===== config.mk =====
export PLATFORM = sky130hd
export DESIGN_NAME = exe_muldiv_unit
export DESIGN_NICKNAME = d
export VERILOG_FILES = /design/src/rtl/exe_muldiv_unit.sv
export SDC_FILE = /design/constraint.sdc
export NUM_CORES = 1
export LEC_CHECK = 0
export CAP_MARGIN = 30
export CORE_MARGIN = 2
export CORE_UTILIZATION = 55
export CTS_CLUSTER_SIZE = 10
export DETAILED_ROUTE_END_ITERATION = 12
export GPL_TIMING_DRIVEN = 1
export PLACE_DENSITY = 0.79
export SLEW_MARGIN = 0
export SYNTH_ARGS = -nofsm -noshare
export SYNTH_HDL_FRONTEND = slang
export SYNTH_SLANG_ARGS = --single-unit

===== constraint.sdc =====
create_clock -name clk -period 5.72 [get_ports clk]
set_input_delay 1.43 -clock clk [delete_from_list [all_inputs] [get_ports clk]]
set_output_delay 1.43 -clock clk [all_outputs]
set_load 0.02 [all_outputs]

===== src/rtl/exe_muldiv_unit.sv =====
// Iterative MULT/MULTU/DIV/DIVU engine for the EX stage.
// Owns HI/LO, interlocks HI/LO users while an operation is in flight.
module exe_muldiv_unit (
    input  logic        clk,
    input  logic        rst_n,
    input  logic        EXE_valid,
    input  logic [5:0]  EXE_OP,
    input  logic [5:0]  EXE_Funct,
    input  logic [31:0] EXE_busA,
    input  logic [31:0] EXE_busB,
    output logic        md_busy,
    output logic        md_stall,
    output logic [31:0] md_rdata,
    output logic [31:0] md_hi,
    output logic [31:0] md_lo
);

    typedef enum logic [1:0] {
        IDLE = 2'd0,
        BUSY = 2'd1,
        FIX  = 2'd2
    } state_t;

    localparam logic [5:0] FN_MFHI  = 6'h10;
    localparam logic [5:0] FN_MTHI  = 6'h11;
    localparam logic [5:0] FN_MFLO  = 6'h12;
    localparam logic [5:0] FN_MTLO  = 6'h13;
    localparam logic [5:0] FN_MULT  = 6'h18;
    localparam logic [5:0] FN_MULTU = 6'h19;
    localparam logic [5:0] FN_DIV   = 6'h1A;
    localparam logic [5:0] FN_DIVU  = 6'h1B;

    state_t      state;
    state_t      state_nx;
    logic [4:0]  cnt;
    logic        op_div;
    logic        op_signed;
    logic        sign_a;
    logic        sign_b;
    logic        div_zero;
    logic [31:0] opb;
    logic [63:0] acc;
    logic [31:0] hi;
    logic [31:0] lo;

    // Instruction decode
    logic special;
    logic is_mfhi;
    logic is_mthi;
    logic is_mflo;
    logic is_mtlo;
    logic is_mult;
    logic is_multu;
    logic is_div;
    logic is_divu;
    logic is_md;
    logic is_hilo;
    logic idle;
    logic accept;

    always_comb begin
        special  = EXE_valid & (EXE_OP == 6'h00);
        is_mfhi  = special & (EXE_Funct == FN_MFHI);
        is_mthi  = special & (EXE_Funct == FN_MTHI);
        is_mflo  = special & (EXE_Funct == FN_MFLO);
        is_mtlo  = special & (EXE_Funct == FN_MTLO);
        is_mult  = special & (EXE_Funct == FN_MULT);
        is_multu = special & (EXE_Funct == FN_MULTU);
        is_div   = special & (EXE_Funct == FN_DIV);
        is_divu  = special & (EXE_Funct == FN_DIVU);
        is_md    = is_mult | is_multu | is_div | is_divu;
        is_hilo  = is_md | is_mfhi | is_mthi | is_mflo | is_mtlo;
        idle     = (state == IDLE);
        accept   = is_md & idle;
    end

    assign md_busy  = ~idle;
    assign md_stall = is_hilo & ~idle;
    assign md_hi    = hi;
    assign md_lo    = lo;

    always_comb begin
        md_rdata = 32'h0;
        if (is_mfhi) begin
            md_rdata = hi;
        end else if (is_mflo) begin
            md_rdata = lo;
        end
    end

    // Operand preparation at accept time
    logic        in_signed;
    logic [31:0] abs_a;
    logic [31:0] abs_b;

    always_comb begin
        in_signed = is_mult | is_div;
        abs_a     = EXE_busA;
        abs_b     = EXE_busB;
        if (in_signed & EXE_busA[31]) begin
            abs_a = 32'h0 - EXE_busA;
        end
        if (in_signed & EXE_busB[31]) begin
            abs_b = 32'h0 - EXE_busB;
        end
    end

    // One iteration step; acc low half starts as multiplier or dividend
    logic [32:0] mul_sum;
    logic [63:0] mul_next;
    logic [32:0] div_trial;
    logic [32:0] div_diff;
    logic        div_ge;
    logic [31:0] div_rem;
    logic [63:0] div_next;

    always_comb begin
        mul_sum   = {1'b0, acc[63:32]} + (acc[0] ? {1'b0, opb} : 33'h0);
        mul_next  = {mul_sum, acc[31:1]};
        div_trial = {acc[63:32], acc[31]};
        div_diff  = div_trial - {1'b0, opb};
        div_ge    = (div_trial >= {1'b0, opb});
        div_rem   = div_ge ? div_diff[31:0] : div_trial[31:0];
        div_next  = {div_rem, acc[30:0], div_ge};
    end

    // Sign correction of the finished magnitude result
    logic        neg_res;
    logic [63:0] mul_res;
    logic [31:0] quo_res;
    logic [31:0] rem_res;

    always_comb begin
        neg_res = op_signed & (sign_a ^ sign_b);
        mul_res = neg_res ? (64'h0 - acc) : acc;
        quo_res = acc[31:0];
        if (div_zero) begin
            quo_res = 32'hFFFF_FFFF;
        end else if (neg_res) begin
            quo_res = 32'h0 - acc[31:0];
        end
        // With a zero divisor this restores the latched rs value
        rem_res = (op_signed & sign_a) ? (32'h0 - acc[63:32]) : acc[63:32];
    end

    always_ff @(posedge clk or negedge rst_n) begin
        if (!rst_n) begin
            state <= IDLE;
        end else begin
            state <= state_nx;
        end
    end

    always_comb begin
        state_nx = state;
        unique case (state)
            IDLE: begin
                if (accept) begin
                    state_nx = BUSY;
                end
            end
            BUSY: begin
                if (cnt == 5'd31) begin
                    state_nx = FIX;
                end
            end
            FIX: begin
                state_nx = IDLE;
            end
            default: begin
                state_nx = IDLE;
            end
        endcase
    end

    always_ff @(posedge clk or negedge rst_n) begin
        if (!rst_n) begin
            cnt       <= 5'd0;
            op_div    <= 1'b0;
            op_signed <= 1'b0;
            sign_a    <= 1'b0;
            sign_b    <= 1'b0;
            div_zero  <= 1'b0;
            opb       <= 32'h0;
            acc       <= 64'h0;
        end else if (accept) begin
            cnt       <= 5'd0;
            op_div    <= is_div | is_divu;
            op_signed <= in_signed;
            sign_a    <= EXE_busA[31];
            sign_b    <= EXE_busB[31];
            div_zero  <= (EXE_busB == 32'h0);
            opb       <= abs_b;
            acc       <= {32'h0, abs_a};
        end else if (state == BUSY) begin
            cnt <= cnt + 5'd1;
            acc <= op_div ? div_next : mul_next;
        end
    end

    always_ff @(posedge clk or negedge rst_n) begin
        if (!rst_n) begin
            hi <= 32'h0;
            lo <= 32'h0;
        end else if (state == FIX) begin
            if (op_div) begin
                hi <= rem_res;
                lo <= quo_res;
            end else begin
                hi <= mul_res[63:32];
                lo <= mul_res[31:0];
            end
        end else if (idle) begin
            if (is_mthi) begin
                hi <= EXE_busA;
            end
            if (is_mtlo) begin
                lo <= EXE_busA;
            end
        end
    end

endmodule


==> metrics.txt <==
# TYPE chip_impl_metric gauge
chip_impl_metric{name="post_layout_nonfiller_instances",unit=""} 2385
chip_impl_metric{name="setup_viol",unit=""} 0
chip_impl_metric{name="placed_cells",unit=""} 2353
chip_impl_info{name="yosys.area.top_type",value="sky130_fd_sc_hd__dfrtp_1"} 1
chip_impl_metric{name="yosys.area.top_type_share",unit=""} 0.2835
chip_impl_metric{name="worst_slew_margin_rel",unit=""} 0.3073
chip_impl_metric{name="detailedPlacementHpwl",unit="um"} 38950
chip_impl_metric{name="fillCellCount",unit=""} 2320
chip_impl_metric{name="clk_lat_worst_skew",unit="ns"} 0.45
chip_impl_metric{name="coreArea",unit="sq um"} 27030
chip_impl_metric{name="worstPathRequired",unit="ns"} 4.29
chip_impl_metric{name="drt-pass1-iter-count",unit=""} 5
chip_impl_info{name="worst_path_most_repeated_cell",value="sky130_fd_sc_hd__clkdlybuf4s50_1"} 1
chip_impl_metric{name="port-buffer-count",unit=""} 176
chip_impl_metric{name="asyncSetResetFlopFracSynth",unit=""} 1.000
chip_impl_metric{name="area.growth.synth_to_final",unit="%"} 17.43
chip_impl_metric{name="num_rows",unit=""} 60
chip_impl_metric{name="grt_max_degree",unit=""} 88
chip_impl_info{name="yosys_most_used_dff",value="sky130_fd_sc_hd__dfrtp_1"} 1
chip_impl_metric{name="htree_levels",unit=""} 4
chip_impl_metric{name="cts-buffers-inserted",unit=""} 17
chip_impl_metric{name="final_max_slew_viol_count",unit=""} 0
chip_impl_info{name="crit_path_start_kind",value="primary input"} 1
chip_impl_metric{name="final_hold_viol_count",unit=""} 0
chip_impl_info{name="critical_path.cell_chain",value="clkdlybuf4s50_1 > nor4bb_1 > nand3_1 > or3_1 > buf_4 > nor2_1 > clkdlybuf4s50_1"} 1
chip_impl_metric{name="cp.arrival",unit="ns"} 3.83
chip_impl_metric{name="cpPeakStageDelay",unit="ns"} 0.62
chip_impl_metric{name="number_of_global_route_vias_before_repair",unit=""} 14980
chip_impl_info{name="ys_top_cells_by_area",value="sky130_fd_sc_hd__dfrtp_1 (28%), sky130_fd_sc_hd__mux2i_1 (6.3%), sky130_fd_sc_hd__nand2_1 (5.9%)"} 1
chip_impl_metric{name="iteration_0_drc_markers",unit=""} 1667
chip_impl_metric{name="max_slew.worst_pin.slew",unit="ns"} 1.035
chip_impl_metric{name="die-width",unit="um"} 170.2
chip_impl_metric{name="peakVddDrop",unit="mV"} 0.2212
chip_impl_metric{name="avgSynthCellArea",unit="sq um"} 7.916
chip_impl_info{name="critPathSlowestCell",value="sky130_fd_sc_hd__clkdlybuf4s50_1"} 1
chip_impl_metric{name="fin_crit",unit="ns"} 5.262
chip_impl_metric{name="drv.max_cap_violation_count",unit=""} 0
chip_impl_metric{name="final_layout_size_suffix_gt1_frac",unit=""} 0.04795
chip_impl_metric{name="pwr_density_cell",unit="nW/um^2"} 319.4
chip_impl_metric{name="postCtsSetupRepairBufs",unit=""} 0
chip_impl_metric{name="synth_fp_nets",unit=""} 2069
chip_impl_metric{name="synth-edff-count",unit=""} 0
chip_impl_metric{name="post_drt_via_cell_ratio",unit=""} 6.574
chip_impl_info{name="run_status",value="finished, final reports clean"} 1
chip_impl_metric{name="postRouteAntennaNets",unit=""} 0
chip_impl_metric{name="yosys.cell_types.count",unit=""} 75
chip_impl_info{name="cts_tree",value="built"} 1
chip_impl_metric{name="synth_cells",unit=""} 1918
chip_impl_metric{name="final.period_utilization",unit=""} 0.9200
chip_impl_metric{name="route.vias.total",unit=""} 15680
chip_impl_metric{name="globalRouteTotalUtil",unit=""} 0.3622
chip_impl_metric{name="die-area",unit="sq um"} 28950
chip_impl_metric{name="die_height",unit="um"} 170.2
chip_impl_metric{name="clock_tree_skew_after_final_layout",unit="ns"} 0.01693
chip_impl_metric{name="wl_per_cell",unit="um"} 21.92
chip_impl_metric{name="final_design_area_no_fill",unit="sq um"} 17830
chip_impl_metric{name="setup_total_negative_slack",unit="ns"} 0
chip_impl_metric{name="clock_tree.buffer_depth",unit=""} 2
chip_impl_metric{name="num_io_pins",unit=""} 177
chip_impl_metric{name="drc_errors",unit=""} 0
chip_impl_metric{name="synth.cell_area",unit="sq um"} 15180
chip_impl_metric{name="synth-seq-cells",unit=""} 172
chip_impl_info{name="rsz0062_at_grt",value="no"} 1
chip_impl_metric{name="initial_utilization",unit=""} 0.5618
chip_impl_metric{name="crit_path_max_fanout",unit=""} 32
chip_impl_metric{name="place_area",unit="sq um"} 17270
chip_impl_metric{name="clock_sinks",unit=""} 172
chip_impl_info{name="timing.hold.worst.class",value="reg -> reg"} 1
chip_impl_metric{name="totalWireLength",unit="um"} 52270
chip_impl_metric{name="cts-resized-gates",unit=""} 0
chip_impl_info{name="setup.worst_path.class",value="in -> out"} 1
chip_impl_metric{name="total_power",unit="uW"} 5695
chip_impl_metric{name="ys.warnings.count",unit=""} 0
chip_impl_metric{name="place.gp.congestion",unit=""} 1.018
chip_impl_metric{name="power.static_leakage",unit="uW"} 0.007249
chip_impl_metric{name="nNetsFinal",unit=""} 2182
chip_impl_metric{name="wire_length_of_the_first_global_routing_pass",unit="um"} 81940
chip_impl_metric{name="gr-total-overflow",unit=""} 0
chip_impl_metric{name="seq_area_frac_synth",unit=""} 0.2835
chip_impl_metric{name="post_cts_hold_buffer_count",unit=""} 0
chip_impl_info{name="timing.critical_path.to_type",value="output pin"} 1
chip_impl_metric{name="worst_setup_hold_path_clk_slew",unit="ns"} 0.08
chip_impl_metric{name="antenna_diode_instance_count",unit=""} 0
chip_impl_metric{name="grt_antenna_before_repair",unit=""} 0
chip_impl_info{name="clock_root_cell",value="sky130_fd_sc_hd__clkbuf_16"} 1
chip_impl_metric{name="final.hold.worst_slack",unit="ns"} 0.4836
chip_impl_metric{name="fmaxAchievable",unit="GHz"} 0.1900
-- routing by layer --
| metal | track usage | vias up | share of wire |
|---|---|---|---|
| met5 | 0 | - | 0 |
| met4 | 0.1821 | 0 | 0.051 |
| met3 | 0.05163 | 159 | 0.077 |
| met2 | 0.6078 | 812 | 0.47 |
| met1 | 0.4569 | 7463 | 0.40 |
| li1 | - | 7244 | - |
-- cell usage after synthesis, types with 6 or more instances --
library cell / number
sky130_fd_sc_hd__o2111ai_1: 6
sky130_fd_sc_hd__a21oi_1: 126
sky130_fd_sc_hd__a22oi_1: 15
sky130_fd_sc_hd__or4_1: 14
sky130_fd_sc_hd__o41ai_1: 12
sky130_fd_sc_hd__a41oi_1: 6
sky130_fd_sc_hd__o21a_1: 6
sky130_fd_sc_hd__a22o_1: 6
sky130_fd_sc_hd__o311ai_0: 6
sky130_fd_sc_hd__a211oi_1: 22
sky130_fd_sc_hd__ha_1: 70
sky130_fd_sc_hd__nand4_1: 17
sky130_fd_sc_hd__mux2i_1: 95
sky130_fd_sc_hd__dfrtp_1: 172
sky130_fd_sc_hd__nand2_1: 237
sky130_fd_sc_hd__o21ai_0: 175
sky130_fd_sc_hd__nand3_1: 27
sky130_fd_sc_hd__clkbuf_1: 94
sky130_fd_sc_hd__and4_1: 6
sky130_fd_sc_hd__o211ai_1: 51
sky130_fd_sc_hd__a21o_1: 38
sky130_fd_sc_hd__nand2b_1: 11
sky130_fd_sc_hd__mux2_2: 10
sky130_fd_sc_hd__a31oi_1: 23
sky130_fd_sc_hd__nor2b_1: 16
sky130_fd_sc_hd__nor4_1: 18
sky130_fd_sc_hd__inv_1: 73
sky130_fd_sc_hd__buf_1: 10
sky130_fd_sc_hd__and3_1: 11
sky130_fd_sc_hd__nor2_1: 166
sky130_fd_sc_hd__a32oi_1: 28
sky130_fd_sc_hd__xnor2_1: 79
sky130_fd_sc_hd__o31ai_1: 15
sky130_fd_sc_hd__or3_1: 23
sky130_fd_sc_hd__o21bai_1: 8
sky130_fd_sc_hd__nor3_1: 45
sky130_fd_sc_hd__and2_1: 13
sky130_fd_sc_hd__xor2_1: 86
-- worst max-delay path, delay by kind of cell --
family	cells	cell delay, ns
buffers and inverters	3	1.32
AND/OR/NAND/NOR	4	1.07
-- sequential cells by signal, summed over array words and instances, names as in the netlist --
register and flops:
cnt 5, op_div 1, op_signed 1, sign_a 1, sign_b 1, div_zero 1, md_lo 32, acc 64
md_hi 32, state 2, opb 32
-- where the power goes --
group / total (uW) / leakage [uW] / internal, uW / switching (uW)
Sequential: 1910 / 0.00211 / 1400 / 502
Combinational: 2620 / 0.00486 / 1070 / 1550
Clock: 1170 / 0.000274 / 580 / 592
-- cell families after synthesis --
family	Yosys count	synth area share
fa+ha+maj	72	0.06032
flops	172	0.2835
compound gates	595	0.2529
xor+xnor	165	0.09518
mux	105	0.07005
buf+inv	183	0.04590
simple gates	626	0.1922
-- metrics by stage --
step | util | setup WS (ns)
4_1_cts | 0.6597 | 0.4757
5_1_grt | 0.6597 | 0.3349
3_3_place_gp | 0.6357 | 0.5491
2_1_floorplan | - | 1.466
6_report | 0.6597 | 0.4576
3_5_place_dp | 0.6389 | 0.4744
-- path summary, 6_finish.rpt --
path                         startpoint     endpoint  slack, ns  cells after the start
max                        EXE_Funct[4]  md_rdata[7]       0.46                      7
max reg2reg                     acc[57]       acc[0]       1.63                      9
min                              opb[2]       opb[2]       0.48                      2
min in group asynchronous         rst_n       acc[7]       1.04                      1
max in group asynchronous         rst_n      acc[61]       3.71                      2
min reg2reg                      opb[2]       opb[2]       0.48                      2
-- final cells by class --
type	instances	area, sq um	share of cell area
tap	341	426.7	0.02393
inverter	73	274.0	0.01537
clock buffer	19	432.9	0.02428
timing repair buffer	204	2038	0.1143
sequential	172	4305	0.2415
clock inverter	13	128.9	0.007228
multi-input combinational	1563	10220	0.5734
-- cells in the final DEF (no fill, tap or decap), types with 18 or more instances in the layout --
master	count
sky130_fd_sc_hd__a211oi_1	22
sky130_fd_sc_hd__a21o_1	38
sky130_fd_sc_hd__a21oi_1	125
sky130_fd_sc_hd__a31oi_1	23
sky130_fd_sc_hd__a32oi_1	28
sky130_fd_sc_hd__buf_4	23
sky130_fd_sc_hd__clkdlybuf4s50_1	174
sky130_fd_sc_hd__dfrtp_1	171
sky130_fd_sc_hd__ha_1	70
sky130_fd_sc_hd__inv_1	73
sky130_fd_sc_hd__mux2i_1	95
sky130_fd_sc_hd__nand2_1	237
sky130_fd_sc_hd__nand3_1	27
sky130_fd_sc_hd__nor2_1	164
sky130_fd_sc_hd__nor3_1	44
sky130_fd_sc_hd__nor4_1	18
sky130_fd_sc_hd__o211ai_1	51
sky130_fd_sc_hd__o21ai_0	175
sky130_fd_sc_hd__or3_1	22
sky130_fd_sc_hd__xnor2_1	79
sky130_fd_sc_hd__xor2_1	86
Note: power is estimated with default switching activity, not from simulation.
